[src/rtl/alu_entry_sequencer_if.sv]
// Board-side bundle for the ALU entry sequencer: switches, buttons, ALU operands/result and display.
// master = board/ALU side, slave = sequencer.
interface alu_entry_sequencer_if #(
  parameter int DATA_WIDTH = 8,
  parameter int OP_WIDTH   = 6,
  parameter int HIST_DEPTH = 4
);
  logic [DATA_WIDTH-1:0]         sw_in;
  logic                          btn_enter;
  logic                          btn_back;
  logic                          btn_hist;
  logic [DATA_WIDTH-1:0]         alu_a;
  logic [DATA_WIDTH-1:0]         alu_b;
  logic [OP_WIDTH-1:0]           alu_op;
  logic [DATA_WIDTH-1:0]         alu_result;
  logic                          alu_overflow;
  logic                          alu_zero;
  logic [DATA_WIDTH-1:0]         disp_value;
  logic                          disp_ovf;
  logic                          disp_zero;
  logic [2:0]                    state_o;
  logic [$clog2(HIST_DEPTH)-1:0] hist_idx;

  modport master (
    output sw_in, btn_enter, btn_back, btn_hist, alu_result, alu_overflow, alu_zero,
    input  alu_a, alu_b, alu_op, disp_value, disp_ovf, disp_zero, state_o, hist_idx
  );

  modport slave (
    input  sw_in, btn_enter, btn_back, btn_hist, alu_result, alu_overflow, alu_zero,
    output alu_a, alu_b, alu_op, disp_value, disp_ovf, disp_zero, state_o, hist_idx
  );
endinterface

[src/rtl/alu_entry_sequencer.sv]
// Single-button operand entry (A -> B -> OP -> EXEC -> SHOW) for the board ALU, with button
// debouncing and a circular history of the last HIST_DEPTH results.
module alu_entry_sequencer #(
  parameter int DATA_WIDTH      = 8,
  parameter int OP_WIDTH        = 6,
  parameter int DEBOUNCE_CYCLES = 1000000,
  parameter int HIST_DEPTH      = 4
) (
  input logic                clk,
  input logic                reset_n,
  alu_entry_sequencer_if.slave bus
);
  localparam int CNT_W  = $clog2(DEBOUNCE_CYCLES + 1);
  localparam int PTR_W  = $clog2(HIST_DEPTH);
  localparam int HCNT_W = PTR_W + 1;
  localparam int ENT_W  = DATA_WIDTH + 2;
  localparam logic [CNT_W-1:0]  DB_MAX   = CNT_W'(DEBOUNCE_CYCLES);
  localparam logic [HCNT_W-1:0] HIST_MAX = HCNT_W'(HIST_DEPTH);

  typedef enum logic [2:0] {
    S_A    = 3'd0,
    S_B    = 3'd1,
    S_OP   = 3'd2,
    S_EXEC = 3'd3,
    S_SHOW = 3'd4
  } state_t;

  logic [2:0]       w_raw;
  logic [CNT_W-1:0] r_db_cnt [3];
  logic [2:0]       r_db_lvl;
  logic [2:0]       r_pulse;
  logic             w_enter;
  logic             w_back;
  logic             w_hist;

  assign w_raw   = {bus.btn_hist, bus.btn_back, bus.btn_enter};
  assign w_enter = r_pulse[0];
  assign w_back  = r_pulse[1];
  assign w_hist  = r_pulse[2];

  // The pulse is raised on the same edge the level rises, so a held button fires once.
  always_ff @(posedge clk) begin
    for (int i = 0; i < 3; i++) begin
      if (!reset_n || !w_raw[i]) begin
        r_db_cnt[i] <= '0;
        r_db_lvl[i] <= 1'b0;
        r_pulse[i]  <= 1'b0;
      end else if (r_db_cnt[i] == DB_MAX) begin
        r_pulse[i]  <= 1'b0;
      end else begin
        r_db_cnt[i] <= r_db_cnt[i] + 1'b1;
        r_db_lvl[i] <= (r_db_cnt[i] == DB_MAX - 1'b1);
        r_pulse[i]  <= (r_db_cnt[i] == DB_MAX - 1'b1);
      end
    end
  end

  state_t              r_state;
  logic [DATA_WIDTH-1:0] r_a;
  logic [DATA_WIDTH-1:0] r_b;
  logic [OP_WIDTH-1:0]   r_op;
  logic [ENT_W-1:0]      r_hist [HIST_DEPTH];
  logic [PTR_W-1:0]      r_wr_ptr;
  logic [PTR_W-1:0]      r_hist_idx;
  logic [HCNT_W-1:0]     r_count;
  logic [HCNT_W-1:0]     w_idx_inc;

  assign w_idx_inc = HCNT_W'(r_hist_idx) + 1'b1;

  always_ff @(posedge clk) begin
    if (!reset_n) begin
      r_state    <= S_A;
      r_a        <= '0;
      r_b        <= '0;
      r_op       <= '0;
      r_wr_ptr   <= '0;
      r_hist_idx <= '0;
      r_count    <= '0;
      for (int i = 0; i < HIST_DEPTH; i++) r_hist[i] <= '0;
    end else begin
      case (r_state)
        S_A: begin
          if (!w_back && w_enter) begin
            r_a     <= bus.sw_in;
            r_state <= S_B;
          end
        end
        S_B: begin
          if (w_back) begin
            r_state <= S_A;
          end else if (w_enter) begin
            r_b     <= bus.sw_in;
            r_state <= S_OP;
          end
        end
        S_OP: begin
          if (w_back) begin
            r_state <= S_B;
          end else if (w_enter) begin
            r_op    <= bus.sw_in[OP_WIDTH-1:0];
            r_state <= S_EXEC;
          end
        end
        S_EXEC: begin
          r_hist[r_wr_ptr] <= {bus.alu_overflow, bus.alu_zero, bus.alu_result};
          r_wr_ptr         <= r_wr_ptr + 1'b1;
          if (r_count != HIST_MAX) r_count <= r_count + 1'b1;
          r_hist_idx       <= '0;
          r_state          <= S_SHOW;
        end
        S_SHOW: begin
          if (w_back) begin
            r_hist_idx <= '0;
            r_state    <= S_OP;
          end else if (w_enter) begin
            r_hist_idx <= '0;
            r_state    <= S_A;
          end else if (w_hist) begin
            r_hist_idx <= (w_idx_inc == r_count) ? '0 : r_hist_idx + 1'b1;
          end
        end
        default: r_state <= S_A;
      endcase
    end
  end

  logic [PTR_W-1:0] w_rd_ptr;
  logic [ENT_W-1:0] w_rd_ent;

  // Newest entry sits just behind the write pointer; hist_idx counts back from there.
  assign w_rd_ptr = r_wr_ptr - PTR_W'(1) - r_hist_idx;
  assign w_rd_ent = r_hist[w_rd_ptr];

  always_comb begin
    bus.disp_value = bus.sw_in;
    bus.disp_ovf   = 1'b0;
    bus.disp_zero  = 1'b0;
    case (r_state)
      S_EXEC: bus.disp_value = '0;
      S_SHOW: begin
        bus.disp_value = w_rd_ent[DATA_WIDTH-1:0];
        bus.disp_zero  = w_rd_ent[DATA_WIDTH];
        bus.disp_ovf   = w_rd_ent[DATA_WIDTH+1];
      end
      default: ;
    endcase
  end

  assign bus.alu_a    = r_a;
  assign bus.alu_b    = r_b;
  assign bus.alu_op   = r_op;
  assign bus.state_o  = r_state;
  assign bus.hist_idx = r_hist_idx;
endmodule
[src/flat_wrapper.sv]
// flat-port wrapper written by rule: the top's interface ports become plain ports
module alu_entry_sequencer_flat 
#(
  parameter int DATA_WIDTH      = 8,
  parameter int OP_WIDTH        = 6,
  parameter int DEBOUNCE_CYCLES = 1000000,
  parameter int HIST_DEPTH      = 4
)
  (clk, reset_n, bus_sw_in, bus_btn_enter, bus_btn_back, bus_btn_hist, bus_alu_result, bus_alu_overflow, bus_alu_zero, bus_alu_a, bus_alu_b, bus_alu_op, bus_disp_value, bus_disp_ovf, bus_disp_zero, bus_state_o, bus_hist_idx);
  alu_entry_sequencer_if #(.DATA_WIDTH(DATA_WIDTH), .OP_WIDTH(OP_WIDTH), .HIST_DEPTH(HIST_DEPTH)) bus_i ();
  input logic clk;
  input logic reset_n;
  input wire logic [$bits(bus_i.sw_in)-1:0] bus_sw_in;
  input wire logic [$bits(bus_i.btn_enter)-1:0] bus_btn_enter;
  input wire logic [$bits(bus_i.btn_back)-1:0] bus_btn_back;
  input wire logic [$bits(bus_i.btn_hist)-1:0] bus_btn_hist;
  input wire logic [$bits(bus_i.alu_result)-1:0] bus_alu_result;
  input wire logic [$bits(bus_i.alu_overflow)-1:0] bus_alu_overflow;
  input wire logic [$bits(bus_i.alu_zero)-1:0] bus_alu_zero;
  output wire logic [$bits(bus_i.alu_a)-1:0] bus_alu_a;
  output wire logic [$bits(bus_i.alu_b)-1:0] bus_alu_b;
  output wire logic [$bits(bus_i.alu_op)-1:0] bus_alu_op;
  output wire logic [$bits(bus_i.disp_value)-1:0] bus_disp_value;
  output wire logic [$bits(bus_i.disp_ovf)-1:0] bus_disp_ovf;
  output wire logic [$bits(bus_i.disp_zero)-1:0] bus_disp_zero;
  output wire logic [$bits(bus_i.state_o)-1:0] bus_state_o;
  output wire logic [$bits(bus_i.hist_idx)-1:0] bus_hist_idx;
  assign bus_i.sw_in = bus_sw_in;
  assign bus_i.btn_enter = bus_btn_enter;
  assign bus_i.btn_back = bus_btn_back;
  assign bus_i.btn_hist = bus_btn_hist;
  assign bus_i.alu_result = bus_alu_result;
  assign bus_i.alu_overflow = bus_alu_overflow;
  assign bus_i.alu_zero = bus_alu_zero;
  assign bus_alu_a = bus_i.alu_a;
  assign bus_alu_b = bus_i.alu_b;
  assign bus_alu_op = bus_i.alu_op;
  assign bus_disp_value = bus_i.disp_value;
  assign bus_disp_ovf = bus_i.disp_ovf;
  assign bus_disp_zero = bus_i.disp_zero;
  assign bus_state_o = bus_i.state_o;
  assign bus_hist_idx = bus_i.hist_idx;
  alu_entry_sequencer #(.DATA_WIDTH(DATA_WIDTH), .OP_WIDTH(OP_WIDTH), .DEBOUNCE_CYCLES(DEBOUNCE_CYCLES), .HIST_DEPTH(HIST_DEPTH)) u_core (.clk(clk), .reset_n(reset_n), .bus(bus_i));
endmodule
[config.mk]
export PLATFORM = sky130hd
export DESIGN_NAME = alu_entry_sequencer_flat
export DESIGN_NICKNAME = d
export VERILOG_FILES = /design/src/rtl/alu_entry_sequencer_if.sv /design/src/rtl/alu_entry_sequencer.sv /design/src/flat_wrapper.sv
export SDC_FILE = /design/constraint.sdc
export NUM_CORES = 1
export LEC_CHECK = 0
export ABC_AREA = 0
export BUFFER_PORTS_ARGS = -buffer_cell sky130_fd_sc_hd__buf_2
export CORE_MARGIN = 5
export CORE_UTILIZATION = 30
export CTS_BUF_LIST = sky130_fd_sc_hd__clkbuf_4 sky130_fd_sc_hd__clkbuf_8
export DETAILED_ROUTE_END_ITERATION = 8
export HOLD_SLACK_MARGIN = 0.12
export PLACE_DENSITY_LB_ADDON = 0.2
export SYNTH_ARGS = -nofsm -noshare
export SYNTH_HDL_FRONTEND = slang
export SYNTH_SLANG_ARGS = --single-unit
export TNS_END_PERCENT = 10
[constraint.sdc]
create_clock -name clk -period 3.7 [get_ports clk]
set_input_delay 0.74 -clock clk [delete_from_list [all_inputs] [get_ports clk]]
set_output_delay 0.74 -clock clk [all_outputs]
set_load 0.02 [all_outputs]
==> qor.yml <==
outcome: "complete, no violations"
drive_gt1_share_pct: 19.01
final_hold_viol_count: 0
cts_max_path_buffers: 2
hold_path.class: "flop to flop"
overflow: 0
tightestPinTransition_ns: 0.8726
critical_path_required_ns: 2.96
powerDensity_nw_per_um2: 396.6
gp_congestion: 0.7737
initial_utilization_pct: 30.30
fmax_mhz: 291.3
fp.dieH_um: 160.8
skew_ns: 0.01243
ys_async_sr_fraction_pct: 0
rows: 55
clk_pin_slew_worst_paths_ns: 0.08
drt-total-wl_um: 15420
setup_violations: 0
root_buffer: "clkbuf_8"
seq_area_um2: 3704
ir_worst_vdd_mv: 0.2268
grt_pass1_vias: 4781
remaining_drc_errors: 0
hold_depth: 2
r2r_cells: 4
crit_fanout: 10
drtPass1Iterations: 4
fin_crit_sh_pct: 92.77
end_kind: "output port"
synth_edf_count: 100
fin_setup_tns_ns: 0
avgSynthCellArea_um2: 11.16
grt_usage_pct: 12.13
die_area_um2: 25850
clock_latency_ns: 0.45
power_uw: 3132
syn_nets: 644
vias: 4782
final_max_slew_viol_count: 0
drv_cap: 0
routedWlPerCell_um: 15.84
nFillCells: 2269
drtIter0Drc: 219
slew_headroom_pct: 41.66
synth_flop_cell: "edfxtp_1"
yosysWarnings: 0
postSynthCellCount: 611
cts_tree: "built"
ctsHtreeMaxLevel: 4
viasPerCell: 4.910
numPortBuffers: 59
multi_input_area_um2: 2909
ys_seq_area_share_pct: 54.31
syn_to_final_growth_pct: 15.82
cts.sinks: 135
die_width_um: 160.8
antenna_cells: 0
synth_cell_type_count: 55
final_antenna_net_count: 0
dp.cells: 942
num-nets-final: 709
antenna_found_initial: 1
cts_inserted_buffers: 17
final_cells: 974
ys_seq_elements: 135
period_needed_ns: 3.432
cp.arrival_ns: 2.69
synth_area_um2: 6819
grt_pass1_wl_um: 25290
critPathLaunchType: "flop"
grt_max_degree: 36
crit_type: "flop to output port"
hpwl_um: 10660
core_region_area_um2: 22500
io_pins: 60
p_leak_uw: 0.002887
rsz0062_at_grt: "false"
final_util_pct: 35.10
cells in the final DEF, fill, tap and decap left out, types with 21 or more instances in the layout:
cell,netlist,layout
dfxtp_1,35,35
xnor2_1,25,24
nor2_1,55,55
a21oi_1,21,21
nand3_1,39,39
inv_1,23,23
edfxtp_1,100,100
nand2_1,41,41
and2_1,38,38
buf_2,2,59
sequential cells by signal (all words and copies together) (netlist names):
signal               flops
u_core.bus.state_o       3
u_core.r_hist           40
u_core.r_wr_ptr          2
u_core.bus.alu_b         8
u_core.bus.hist_idx      2
u_core.r_count           3
u_core.r_db_cnt         60
u_core.r_pulse           3
u_core.bus.alu_op        6
u_core.bus.alu_a         8
path summary, 6_finish.rpt:
| kind | start | endpoint | slack, ns |
|---|---|---|---|
| setup / recovery | u_core.bus.hist_idx[0] | bus_disp_value[6] | 0.27 |
| hold / removal | u_core.bus.alu_b[2] | u_core.bus.alu_b[2] | 0.46 |
| setup reg to reg | u_core.r_db_cnt[1][10] | u_core.r_db_cnt[1][10] | 1.03 |
| hold reg to reg | u_core.bus.alu_b[2] | u_core.bus.alu_b[2] | 0.46 |
per-stage QoR:
stage	hold WS [ns]	setup slack [ns]	area, um^2
after global placement	0.4512	0.4295	7441
after detailed placement	0.4555	0.3095	7441
after floorplan	0.4837	0.7065	6819
after CTS	0.4674	0.2015	7898
final	0.4633	0.2677	7898
after global routing	0.4947	0.08495	7898
cell families after synthesis:
| logic type | synth area share, % |
|---|---|
| simple gates | 23.27 |
| buf+inv | 3.211 |
| compound gates | 7.266 |
| xor+xnor | 5.780 |
| fa+ha+maj | 1.835 |
| mux | 4.330 |
| flops | 54.31 |
critical path, cell delays in order (launching register included):
cell and delay (ns):
dfxtp_1 0.42, inv_1 0.08, ha_1 0.20, xor2_1 0.16, xnor2_2 0.58, mux4_2 0.41, a22o_1 0.24, buf_2 0.15
final cells by class:
class	count	share of cell area, %
timing repair buffer	72	4.975
tap	285	4.515
sequential	135	46.89
inverter	23	1.093
clock inverter	11	2.107
multi-input combinational	427	36.83
clock buffer	21	3.580
power breakdown:
group | internal, uW | switching (uW)
combinational | 36.3 | 59.4
clock | 799 | 592
sequential | 1630 | 10.4
total | 2470 | 662
layer usage:
layer	global-route usage, %	vias up	part of all wire, %
li1	-	2373	-
met1	15.44	2336	47
met2	20.18	56	48
met3	3.721	15	3.9
met4	3.102	2	1.0
met5	0	-	0.084
Yosys cell counts (all sizes together) (11+ instances only):
cell type | count | area (um^2)
dfxtp | 35 | 700.7
nand4 | 18 | 125.1
inv | 23 | 86.33
a21boi | 17 | 127.6
edfxtp | 100 | 3003
or4 | 11 | 93.84
xor2 | 20 | 175.2
xnor2 | 25 | 219.0
nand2 | 41 | 153.9
a21oi | 21 | 105.1
and3 | 15 | 93.84
and2 | 38 | 237.7
nand3 | 40 | 205.2
clkbuf | 19 | 81.32
nor2 | 55 | 206.5
repair_timing:
action / CTS / global route
resized for setup: 1 / 0
setup endpoints to repair: 10 / 0
hold endpoints to repair: 0 / 0
hold buffers: 0 / 0
setup buffers: 0 / 0
No activity file was read; power rests on OpenSTA's default activity.
